<file path="config.mk">
export PLATFORM = sky130hd
export DESIGN_NAME = kbd_addr_sequencer
export DESIGN_NICKNAME = d
export VERILOG_FILES = /design/src/rtl/kbd_addr_sequencer.sv
export SDC_FILE = /design/constraint.sdc
export NUM_CORES = 1
export LEC_CHECK = 0
export BUFFER_PORTS_ARGS = -buffer_cell sky130_fd_sc_hd__buf_2
export CAP_MARGIN = 25
export CORE_ASPECT_RATIO = 0.8
export CORE_MARGIN = 10
export CORE_UTILIZATION = 26
export DETAILED_ROUTE_END_ITERATION = 8
export RECOVER_POWER = 50
export SYNTH_ARGS = -nofsm -noshare
export SYNTH_HDL_FRONTEND = slang
export SYNTH_SLANG_ARGS = --single-unit
</file>
<file path="constraint.sdc">
create_clock -name clk -period 2.5 [get_ports clk]
set_input_delay 0.125 -clock clk [delete_from_list [all_inputs] [get_ports clk]]
set_output_delay 0.125 -clock clk [all_outputs]
set_load 0.005 [all_outputs]
</file>
<file path="src/rtl/kbd_addr_sequencer.sv">
// kbd_addr_sequencer
// Turns keyboard pulses (D stop, E start, B backward, F forward, R restart) into a
// play/direction mode. While playing, each sample tick issues one flash read
// request/acknowledge transaction at the current address. The address then steps
// by STEP, forward or backward, within [START_ADDR, END_ADDR].
//
// Optional feature macro: KBD_SEQ_LOOP_EN
//   defined   - the address wraps around at the bounds.
//   undefined - playback stops at the bound: the address clamps and the mode goes idle.
//
// Ports:
//   clk, rst_n       - clock (rising edge) and asynchronous active-low reset
//   key_[d,e,b,f,r]_i - one-cycle key pulses, priority R > D > E > F > B
//   sample_tick_i    - one-cycle sample-rate strobe
//   rd_ack_i         - flash read done; ignored while no request is pending
//   rd_req_o         - read request, held high until rd_ack_i
//   addr_o           - read address, stable while rd_req_o is high
//   playing_o        - high in the FW or BW mode
//   dir_bw_o         - high when the direction is backward
//   tick_overrun_o   - sticky flag for a tick seen while a request was pending; key R clears it
module kbd_addr_sequencer #(
    parameter int unsigned       ADDR_W     = 23,
    parameter logic [ADDR_W-1:0] START_ADDR = '0,
    parameter logic [ADDR_W-1:0] END_ADDR   = ADDR_W'(20'h7FFFF),
    parameter int unsigned       STEP       = 1
) (
    input  logic              clk,
    input  logic              rst_n,
    input  logic              key_d_i,
    input  logic              key_e_i,
    input  logic              key_b_i,
    input  logic              key_f_i,
    input  logic              key_r_i,
    input  logic              sample_tick_i,
    input  logic              rd_ack_i,
    output logic              rd_req_o,
    output logic [ADDR_W-1:0] addr_o,
    output logic              playing_o,
    output logic              dir_bw_o,
    output logic              tick_overrun_o
);

    // Bound arithmetic runs one bit wider so that addr + STEP cannot overflow.
    localparam logic [ADDR_W:0] StepX  = (ADDR_W + 1)'(STEP);
    localparam logic [ADDR_W:0] StartX = {1'b0, START_ADDR};
    localparam logic [ADDR_W:0] EndX   = {1'b0, END_ADDR};

    typedef enum logic [1:0] {StIdleFw, StIdleBw, StFw, StBw} mode_e;

    mode_e             mode_q, mode_d;
    logic [ADDR_W-1:0] addr_q, addr_d;
    logic              req_q, req_d;
    logic              pend_q, pend_d;   // restart latched while a request is outstanding
    logic [ADDR_W-1:0] tgt_q, tgt_d;
    logic              ovr_q, ovr_d;

    logic [ADDR_W:0]   fwd_sum;
    logic              fwd_over;
    logic              bw_under;
    logic [ADDR_W-1:0] bw_next;
    logic [ADDR_W-1:0] restart_tgt;
    logic              ack_evt;

    assign playing_o      = (mode_q == StFw) || (mode_q == StBw);
    assign dir_bw_o       = (mode_q == StIdleBw) || (mode_q == StBw);
    assign rd_req_o       = req_q;
    assign addr_o         = addr_q;
    assign tick_overrun_o = ovr_q;

    assign fwd_sum     = {1'b0, addr_q} + StepX;
    assign fwd_over    = fwd_sum > EndX;
    assign bw_under    = {1'b0, addr_q} < (StartX + StepX);
    assign bw_next     = addr_q - StepX[ADDR_W-1:0];
    assign restart_tgt = dir_bw_o ? END_ADDR : START_ADDR;
    assign ack_evt     = req_q & rd_ack_i;

    always_comb begin
        mode_d = mode_q;
        addr_d = addr_q;
        req_d  = req_q;
        pend_d = pend_q;
        tgt_d  = tgt_q;

        // Key decode: only the highest-priority key acts. Key R leaves the mode alone.
        if (!key_r_i) begin
            if (key_d_i) begin
                case (mode_q)
                    StFw:    mode_d = StIdleFw;
                    StBw:    mode_d = StIdleBw;
                    default: mode_d = mode_q;
                endcase
            end else if (key_e_i) begin
                case (mode_q)
                    StIdleFw: mode_d = StFw;
                    StIdleBw: mode_d = StBw;
                    default:  mode_d = mode_q;
                endcase
            end else if (key_f_i) begin
                case (mode_q)
                    StIdleBw: mode_d = StIdleFw;
                    StBw:     mode_d = StFw;
                    default:  mode_d = mode_q;
                endcase
            end else if (key_b_i) begin
                case (mode_q)
                    StIdleFw: mode_d = StIdleBw;
                    StFw:     mode_d = StBw;
                    default:  mode_d = mode_q;
                endcase
            end
        end

        if (ack_evt) begin
            req_d  = 1'b0;
            pend_d = 1'b0;
            if (key_r_i) begin
                addr_d = restart_tgt;
            end else if (pend_q) begin
                addr_d = tgt_q;
            end else if (!dir_bw_o) begin
                if (fwd_over) begin
`ifdef KBD_SEQ_LOOP_EN
                    addr_d = START_ADDR;
`else
                    addr_d = END_ADDR;
                    mode_d = StIdleFw;
`endif
                end else begin
                    addr_d = fwd_sum[ADDR_W-1:0];
                end
            end else begin
                if (bw_under) begin
`ifdef KBD_SEQ_LOOP_EN
                    addr_d = END_ADDR;
`else
                    addr_d = START_ADDR;
                    mode_d = StIdleBw;
`endif
                end else begin
                    addr_d = bw_next;
                end
            end
        end else if (key_r_i) begin
            // Keep addr frozen under a pending request; apply the restart on the ack.
            if (req_q) begin
                pend_d = 1'b1;
                tgt_d  = restart_tgt;
            end else begin
                addr_d = restart_tgt;
            end
        end

        // A tick in the ack cycle is dropped: req_q is still high there.
        if (sample_tick_i && !req_q && playing_o) begin
            req_d = 1'b1;
        end

        ovr_d = (ovr_q & ~key_r_i) | (sample_tick_i & req_q & ~rd_ack_i);
    end

    always_ff @(posedge clk or negedge rst_n) begin
        if (!rst_n) begin
            mode_q <= StIdleFw;
            addr_q <= START_ADDR;
            req_q  <= 1'b0;
            pend_q <= 1'b0;
            tgt_q  <= START_ADDR;
            ovr_q  <= 1'b0;
        end else begin
            mode_q <= mode_d;
            addr_q <= addr_d;
            req_q  <= req_d;
            pend_q <= pend_d;
            tgt_q  <= tgt_d;
            ovr_q  <= ovr_d;
        end
    end

endmodule

</file>
; After elaboration in Yosys (flattened, before gate mapping)
; Index checks and enable logic that the tools add are counted.
[word_totals]
regBits = 51
in_bits = 9
out_inout_bits = 27
wordCells = 63
[op_classes]
add_sub_neg = 2
n_lt_le_gt_ge = 2
n_eq_ne = 4
mux = 29
bitwise_logic = 8
n_reduce_logical = 12
[op_table]
columns = cell, n
row1 = 23-bit 2-to-1 mux, 8
row2 = "23-bit by 1-bit adder with 24-bit output, second input constant", 1
row3 = "24-bit by 19-bit > comparator with 1-bit output, second input constant", 1
row4 = "23-bit by 1-bit less-than comparator with 1-bit output, second input constant", 1
row5 = "23-bit by 1-bit subtractor with 23-bit output, second input constant", 1
row6 = 2-bit 2-to-1 mux, 11
row7 = 19-bit 2-to-1 mux, 1
row8 = 2-bit case mux with 2 select lines, 4
row9 = 2-bit nonzero test, 3
row10 = 1-bit 2-to-1 mux, 5
row11 = 1-bit bitwise AND, 4
row12 = "2-bit equality test, second input constant", 2
row13 = 2-bit AND reduction, 2
row14 = 1-bit NOT, 3
row15 = 3-bit AND reduction, 1
row16 = "2-bit by 1-bit equality test with 1-bit output, second input constant", 1
row17 = 1-bit logical AND, 2
row18 = 2-bit logical NOT, 1
row19 = 1-bit logical OR, 2
row20 = "2-bit by 1-bit inequality test with 1-bit output, second input constant", 1
row21 = 1-bit logical NOT, 1
row22 = 1-bit bitwise OR, 1

; Depth between registers and ports, before layout
; Gate-level depths: netlist of run 1.
[logic_depth]
depth_word = 12
mapped_depth = 9
ltp_nobuf = 9

; Worst setup path before layout of run 1
; OpenSTA, ideal clock, no wires.
[synth_path]
kind = flip-flop to flip-flop
startpoint = reg addr_q[7], in the netlist addr_o[7]
endpoint = reg addr_q[14], in the netlist addr_o[14]
setup_time_ns = 0.122
arrival_ns = 2.175
required_time_ns = 2.378
setup_slack_ns = 0.203
path_stages_with_launch = 10
path_buffers = 2
synth_period_minus_slack_ns = 2.297
cell_sequence = dfrtp_1 buf_6 or4_4 nor4_4 and3_1 buf_6 nor2_4 a221o_1 o21ai_1 a21oi_1
[synth_via]
elab_chain_cells = 7
word_cells_on_any_way = 10
classes_between = add/sub: 2 / order compare: 2 / mux: 6
[synth_lines]
columns = item, line
row1 = start: declaration, 51  ; logic [ADDR_W-1:0] addr_q, addr_d;
row2 = start signal: assignment, 171  ; addr_q <= addr_d;
row3 = 23-bit by 1-bit adder with 24-bit output, 70  ; assign fwd_sum = {1'b0, addr_q} + StepX;
row4 = 24-bit by 19-bit > comparator with 1-bit output, 71  ; assign fwd_over = fwd_sum > EndX;
row5 = 23-bit 2-to-1 mux, 121  ; if (fwd_over) begin
row6 = 23-bit 2-to-1 mux *, 120  ; end else if (!dir_bw_o) begin
row7 = 23-bit 2-to-1 mux *, 118  ; end else if (pend_q) begin
row8 = 23-bit 2-to-1 mux *, 116  ; if (key_r_i) begin
row9 = 23-bit 2-to-1 mux *, 113  ; if (ack_evt) begin
; Mark *: on every way between the ends. The rest lies on a longest branch, timed or not.
; A chain may end at the register's enable or synchronous reset.

; Worst setup path in the final report of run 1
[layout_path]
startpoint = reg addr_q[1], in the netlist addr_o[1]
endpoint = reg addr_q[18], in the netlist addr_o[18]
; The elaborated chain is that of the path after synthesis.

==> results of run 1 <==
[Yosys cell counts (all sizes together) (6+ instances only)]
cell and number:
dfrtp 29, nor2 20, nor4 6, a31oi 14
clkbuf 12, nand3 17, o21ai 31, nand2 29
buf 13, inv 9, nand4 10, a21oi 44
nor3 20
[layout make-up]
type | instances | share of cell area [%]
Inverter | 10 | 1.234
Multi-Input combinational cell | 252 | 50.41
Timing Repair Buffer | 75 | 15.30
Tap cell | 115 | 4.729
Sequential cell | 29 | 23.85
Clock buffer | 8 | 4.482
[stage by stage]
step                      setup WS (ps)  std cells  power, W
after floorplan                   202.6        319  0.001461
after global placement            145.5        479  0.001861
after detailed placement          125.3        479  0.001868
after CTS                         118.1        488  0.002454
after global routing             -32.92        489  0.002661
final                             100.6        489  0.002477
[power groups by stage]
stage / Clock, W / Sequential, W / Combinational, W
floorplan: 0 / 0.000710 / 0.000752
global placement: 0 / 0.000712 / 0.00115
detailed placement: 0 / 0.000721 / 0.00115
CTS: 0.000586 / 0.000714 / 0.00115
global route: 0.000611 / 0.000741 / 0.00131
finish: 0.000577 / 0.000719 / 0.00118
[placed cells by master (no fill, tap or decap), types with 3 or more instances in the layout]
cell type	count
buf_2	25
and3_1	4
nor4_1	4
clkbuf_1	13
a31oi_1	14
and2_1	3
clkbuf_16	5
buf_4	39
nor2_1	19
nand2_1	28
o221ai_1	4
nand4_1	10
inv_1	9
o21ai_1	4
nand3_1	15
nor3_1	18
o31ai_1	4
dfrtp_1	29
or3_1	3
a21oi_1	44
o21ai_0	27
[path summary, 6_finish.rpt]
check,start,to,slack [ps]
setup / recovery,addr_o[1],addr_o[18],100
hold / removal,key_d_i,mode_q[1],50
setup reg to reg,addr_o[1],addr_o[18],100
hold reg to reg,tick_overrun_o,tick_overrun_o,500
max in group asynchronous,rst_n,addr_o[6],800
min in group asynchronous,rst_n,addr_o[18],790
[registers in the layout, indices dropped and copies added, names as in the netlist]
| register | flops |
|---|---|
| tick_overrun_o | 1 |
| tgt_q | 1 |
| addr_o | 23 |
| mode_q | 2 |
| pend_q | 1 |
| rd_req_o | 1 |
[timing repair]
item                                    4_1_cts  5_1_grt
hold endpoints to repair                     29        0
hold buffers                                  1        0
resized for setup                             0        9
setup buffers                                 0        1
endpoints found under the setup margin        0        5
[logic make-up (layout without fill, tap and decap cells)]
kind of cell    count (synthesis)  after routing
buf+inv                        38             93
xor+xnor                        2              2
flops                          29             29
simple gates                  123            123
compound gates                125            125
fa+ha+maj                       2              2
[metal layers]
metal	vias up	wire (um)	track usage [%]
met5	-	0	0
met4	0	96	3.404
met3	12	1033	3.693
met2	152	3519	17.06
met1	1317	3695	16.85
li1	1332	-	-
==> flow_summary.ini, run 1 <==
[clock_network]
clk_pin_slew_ps = 50
cts_max_path_buffers = 2
cts_sinks = 29
cts_tree = done
h-tree-depth = 2
cts_root_buffer = clkbuf_16
clock_latency_ps = 280
cts_buffers = 5

[final_layout]
final_area_sq_um = 3043
post-route-util_pct = 33.24
final_net_count = 384
diodes = 0
n_fill_cell = 979
drive_gt1_share_pct = 22.73
register_area_sq_um = 725.7
area_growth_pct = 23.26
multi_input_area_sq_um = 1534

[placement]
placed_cell_area_sq_um = 2859
finalWeightedCongestion = 0.9062
dpl.hpwl_um = 6143
numPortBuffers = 35

[critical_path]
cp_num_buf_inv = 0
worst-r2r-cell-count = 7
startpoint_type = register
path_max_fanout = 9
arrival_ps = 2560
critical-path-top-delay-family = simple AND/OR/NAND/NOR gates
endpoint_kind = register
crit_chain = or3_2 -> nor4_4 -> and3_4 -> nor2_4 -> a221o_1 -> o21ai_1 -> a21oi_1
crit_required_ps = 2660
cp_num_cells = 7
critPathKind = register to register
max_stage_delay_ps = 610
cp_slowest_cell = or3_2

[sta]
timing.fmax_ghz = 0.4168
setup_violations = 0
hold_violations = 0
min_period_ps = 2399
finalClockSkew_ps = 5.483
drv_slew = 30
slew_headroom_pct = -4.108
hold_ws_ps = 52.81
min_period_over_period_pct = 95.98
worst_slew_pin_slew_ps = 1562
tns_ps = 0

[drt]
firstDrtPassIters = 5
ant_nets = 0
vias_per_cell = 5.753
remaining_drc_errors = 0
first_iter_violations = 322
vias = 2813
drt_wl_total_um = 8345
routedWlPerCell_um = 17.07

[yosys]
synth-seq-cells = 29
yosys.area_share.simple_pct = 27.27
syn_area_per_cell_sq_um = 7.739
syn_area_sq_um = 2469
ys_seq_area_share_pct = 29.40
async_reset_ff_share_pct = 100.0
synth_edf_count = 0
yosys-top-cells-area = dfrtp_1 (29%), a21oi_1 (8.9%), o21ai_0 (5.9%), nand2_1 (4.3%), nor3_1 (4.1%)
syn_inst = 319
synth_top_area_share_pct = 29.40
yosysWarnings = 0
ys_types = 57
muxShareOfSynthArea_pct = 0
synth_top_family_by_area = compound AO/OA/AOI/OAI gates
synth_xor_area_share_pct = 0.7096
post-synth-top-area-cell = dfrtp_1
synth-compound-area-share_pct = 31.22
yosys.area_share.adder_pct = 1.014
syn_nets = 330
synth-main-ff-cell = dfrtp_1

[power_and_ir_drop]
p_leak_nw = 1.227
switching_share_pct = 42.38
p_comb_share_pct = 47.7
peakVddDrop_uv = 298.5
power.internal_w = 0.001428
sequentialPowerShare_pct = 29.0
pwr_density_cell_nw_per_um2 = 814.2
power_switching_w = 0.001050
clock_power_share_pct = 23.3

[outcome]
violations = max-capacitance violations, max-slew violations
status = finished with violations

[run]
max-cap-violations = 1

[hold_path]
worst_hold_path.num_cells = 2
hold_class = input pin to register

[floorplanning]
rows = 31
ios = 36
start_util_pct = 26.97
die_y_um = 107.2
die_area_sq_um = 13820
coreArea_sq_um = 9154
fp.dieW_um = 128.9

[global_routing]
grt_pass1_vias = 2529
antenna_found_initial = 0
grt_pass1_wl_um = 13460
grt_overflow_total = 0
grt_max_degree = 30
grt.total_usage_pct = 11.97
Power figures use the tool's default switching activity.
==> run 2: changes to the inputs <==
- clock period: 2.5 -> 3 ns (I/O delays scaled with it)
==> run 2 against run 1 <==
Net effect:
- the flow still finishes with violations (max-capacitance violations, max-slew violations)
- worst setup slack improved by 120 ps
- flip-flop and latch count unchanged
- global-route usage decreased by 0.43 points
==> flow_summary.ini, run 2 (same netlist as run 1, synthesis figures left out) <==
[outcome]
status = finished with violations
violations = max-capacitance violations, max-slew violations

[global_routing]
grt.total_usage_pct = 11.54
grt_overflow_total = 0
antenna_found_initial = 0
grt_max_degree = 38
grt_pass1_wl_um = 13250
grt_pass1_vias = 2551

[critical_path]
r2r_slack_ps = 220
crit_required_ps = 3160
setup.worst_path.start = addr_o[0]
r2r_end = addr_o[17]
path_max_fanout = 8
crit_path_end = addr_o[17]
worst-r2r-cell-count = 9
endpoint_kind = register
startpoint_type = register
r2r-start = addr_o[0]
critPathKind = register to register
arrival_ps = 2940

[drt]
wl_met2_um = 3337
wl_met3_um = 699
drt_wl_total_um = 8016
routedWlPerCell_um = 17.16
first_iter_violations = 324
wl_met1_um = 3890
remaining_drc_errors = 0
vias = 2655
firstDrtPassIters = 5
top_layer_used = met4
vias_per_cell = 5.685
ant_nets = 0

[placement]
placed_cell_area_sq_um = 2705
dpl.hpwl_um = 5810
finalWeightedCongestion = 0.8735
place_inst = 458
numPortBuffers = 35

[floorplanning]
rows = 31
fp.dieW_um = 128.9
die_area_sq_um = 13820
die_y_um = 107.2
coreArea_sq_um = 9154
ios = 36
start_util_pct = 26.97

[final_layout]
largest_register_ffs = 23
layout_commonest_cell = a21oi_1
post-route-util_pct = 31.25
area_growth_pct = 15.86
diodes = 0
n_fill_cell = 991
final_net_count = 362
drive_gt1_share_pct = 17.61
stdcell_count = 467
final_cell_mix = a21oi_1 (44), dfrtp_1 (29), nand2_1 (28), o21ai_0 (28), buf_2 (25)
final_area_sq_um = 2860

[clock_network]
cts_root_buffer = clkbuf_16
cts_hold_buf = 1
cts-resized-gates = 0
cts_buffers = 5
post_cts_buffers = 0
clock_latency_ps = 280
cts_max_path_buffers = 2
h-tree-depth = 2
cts_tree = done
cts_sinks = 29
clk_pin_slew_ps = 50

[hold_path]
hold_class = input pin to register

[power_and_ir_drop]
p_leak_nw = 1.134
pwr_density_cell_nw_per_um2 = 691.6
peakVddDrop_uv = 222.4

[sta]
min_period_ps = 2777
tns_ps = 0
hold_ws_ps = 68.24
setup_violations = 0
drv_slew = 30
min_period_over_period_pct = 92.55
timing.fmax_ghz = 0.3602
hold_violations = 0
finalClockSkew_ps = 3.371
worst_slew_pin_slew_ps = 1603
slew_headroom_pct = -6.885
rsz0062_at_grt = false

[run]
max-cap-violations = 1
==> run 2: changes by cell type in the layout (fill, tap and decap cells not counted), sizes merged <==
cell / change
buf: -22
clkbuf: -1
clkinv: +1
==> run 2: layout make-up <==
class | count | area, sq um | area share [%]
Clock inverter | 1 | 5.005 | 0.1750
Timing Repair Buffer | 53 | 304.0 | 10.63
Sequential cell | 29 | 725.7 | 25.37
Inverter | 10 | 37.54 | 1.312
Tap cell | 115 | 143.9 | 5.031
Clock buffer | 7 | 152.6 | 5.337
Multi-Input combinational cell | 252 | 1491 | 52.14
==> run 2: critical path, stage by stage, from the launching register on <==
cell,delay (ps)
dfrtp_1,470
ha_1,290
nand2_1,190
nor3_1,430
and2_1,250
o22a_1,190
o211a_1,330
buf_4,230
o21ai_0,90
a22o_1,190
==> run 2: worst min-delay path by stage <==
stage	from	to	cells past startpoint
finish	rd_ack_i	pend_q	2
floorplan	rst_n	addr_o[0]	0
CTS	rd_ack_i	pend_q	2
global placement	rst_n	addr_o[20]	1
detailed placement	rst_n	addr_o[20]	1
global route	rd_ack_i	pend_q	2
==> run 2: power by group <==
group          total, W  leakage [nW]  internal, W  switching, W
Sequential     0.000661         0.367     0.000485      0.000175
Clock          0.000527        0.0799     0.000351      0.000176
Combinational  0.000791         0.687     0.000308      0.000482
Total           0.00198          1.13      0.00114      0.000834
==> run 2: through the flow <==
step                worst slack [ps]  power (W)
floorplan                      702.6   0.001218
finish                         223.4   0.001978
CTS                            249.6   0.001991
global placement               265.5   0.001443
global route                   35.81   0.002128
detailed placement             278.1   0.001450
==> run 2: routing by layer <==
metal | up-vias | track usage (%)
met1 | 1258 | 16.66
met4 | 0 | 3.241
li1 | 1278 | -
met5 | - | 0
met2 | 104 | 16.21
met3 | 15 | 3.200
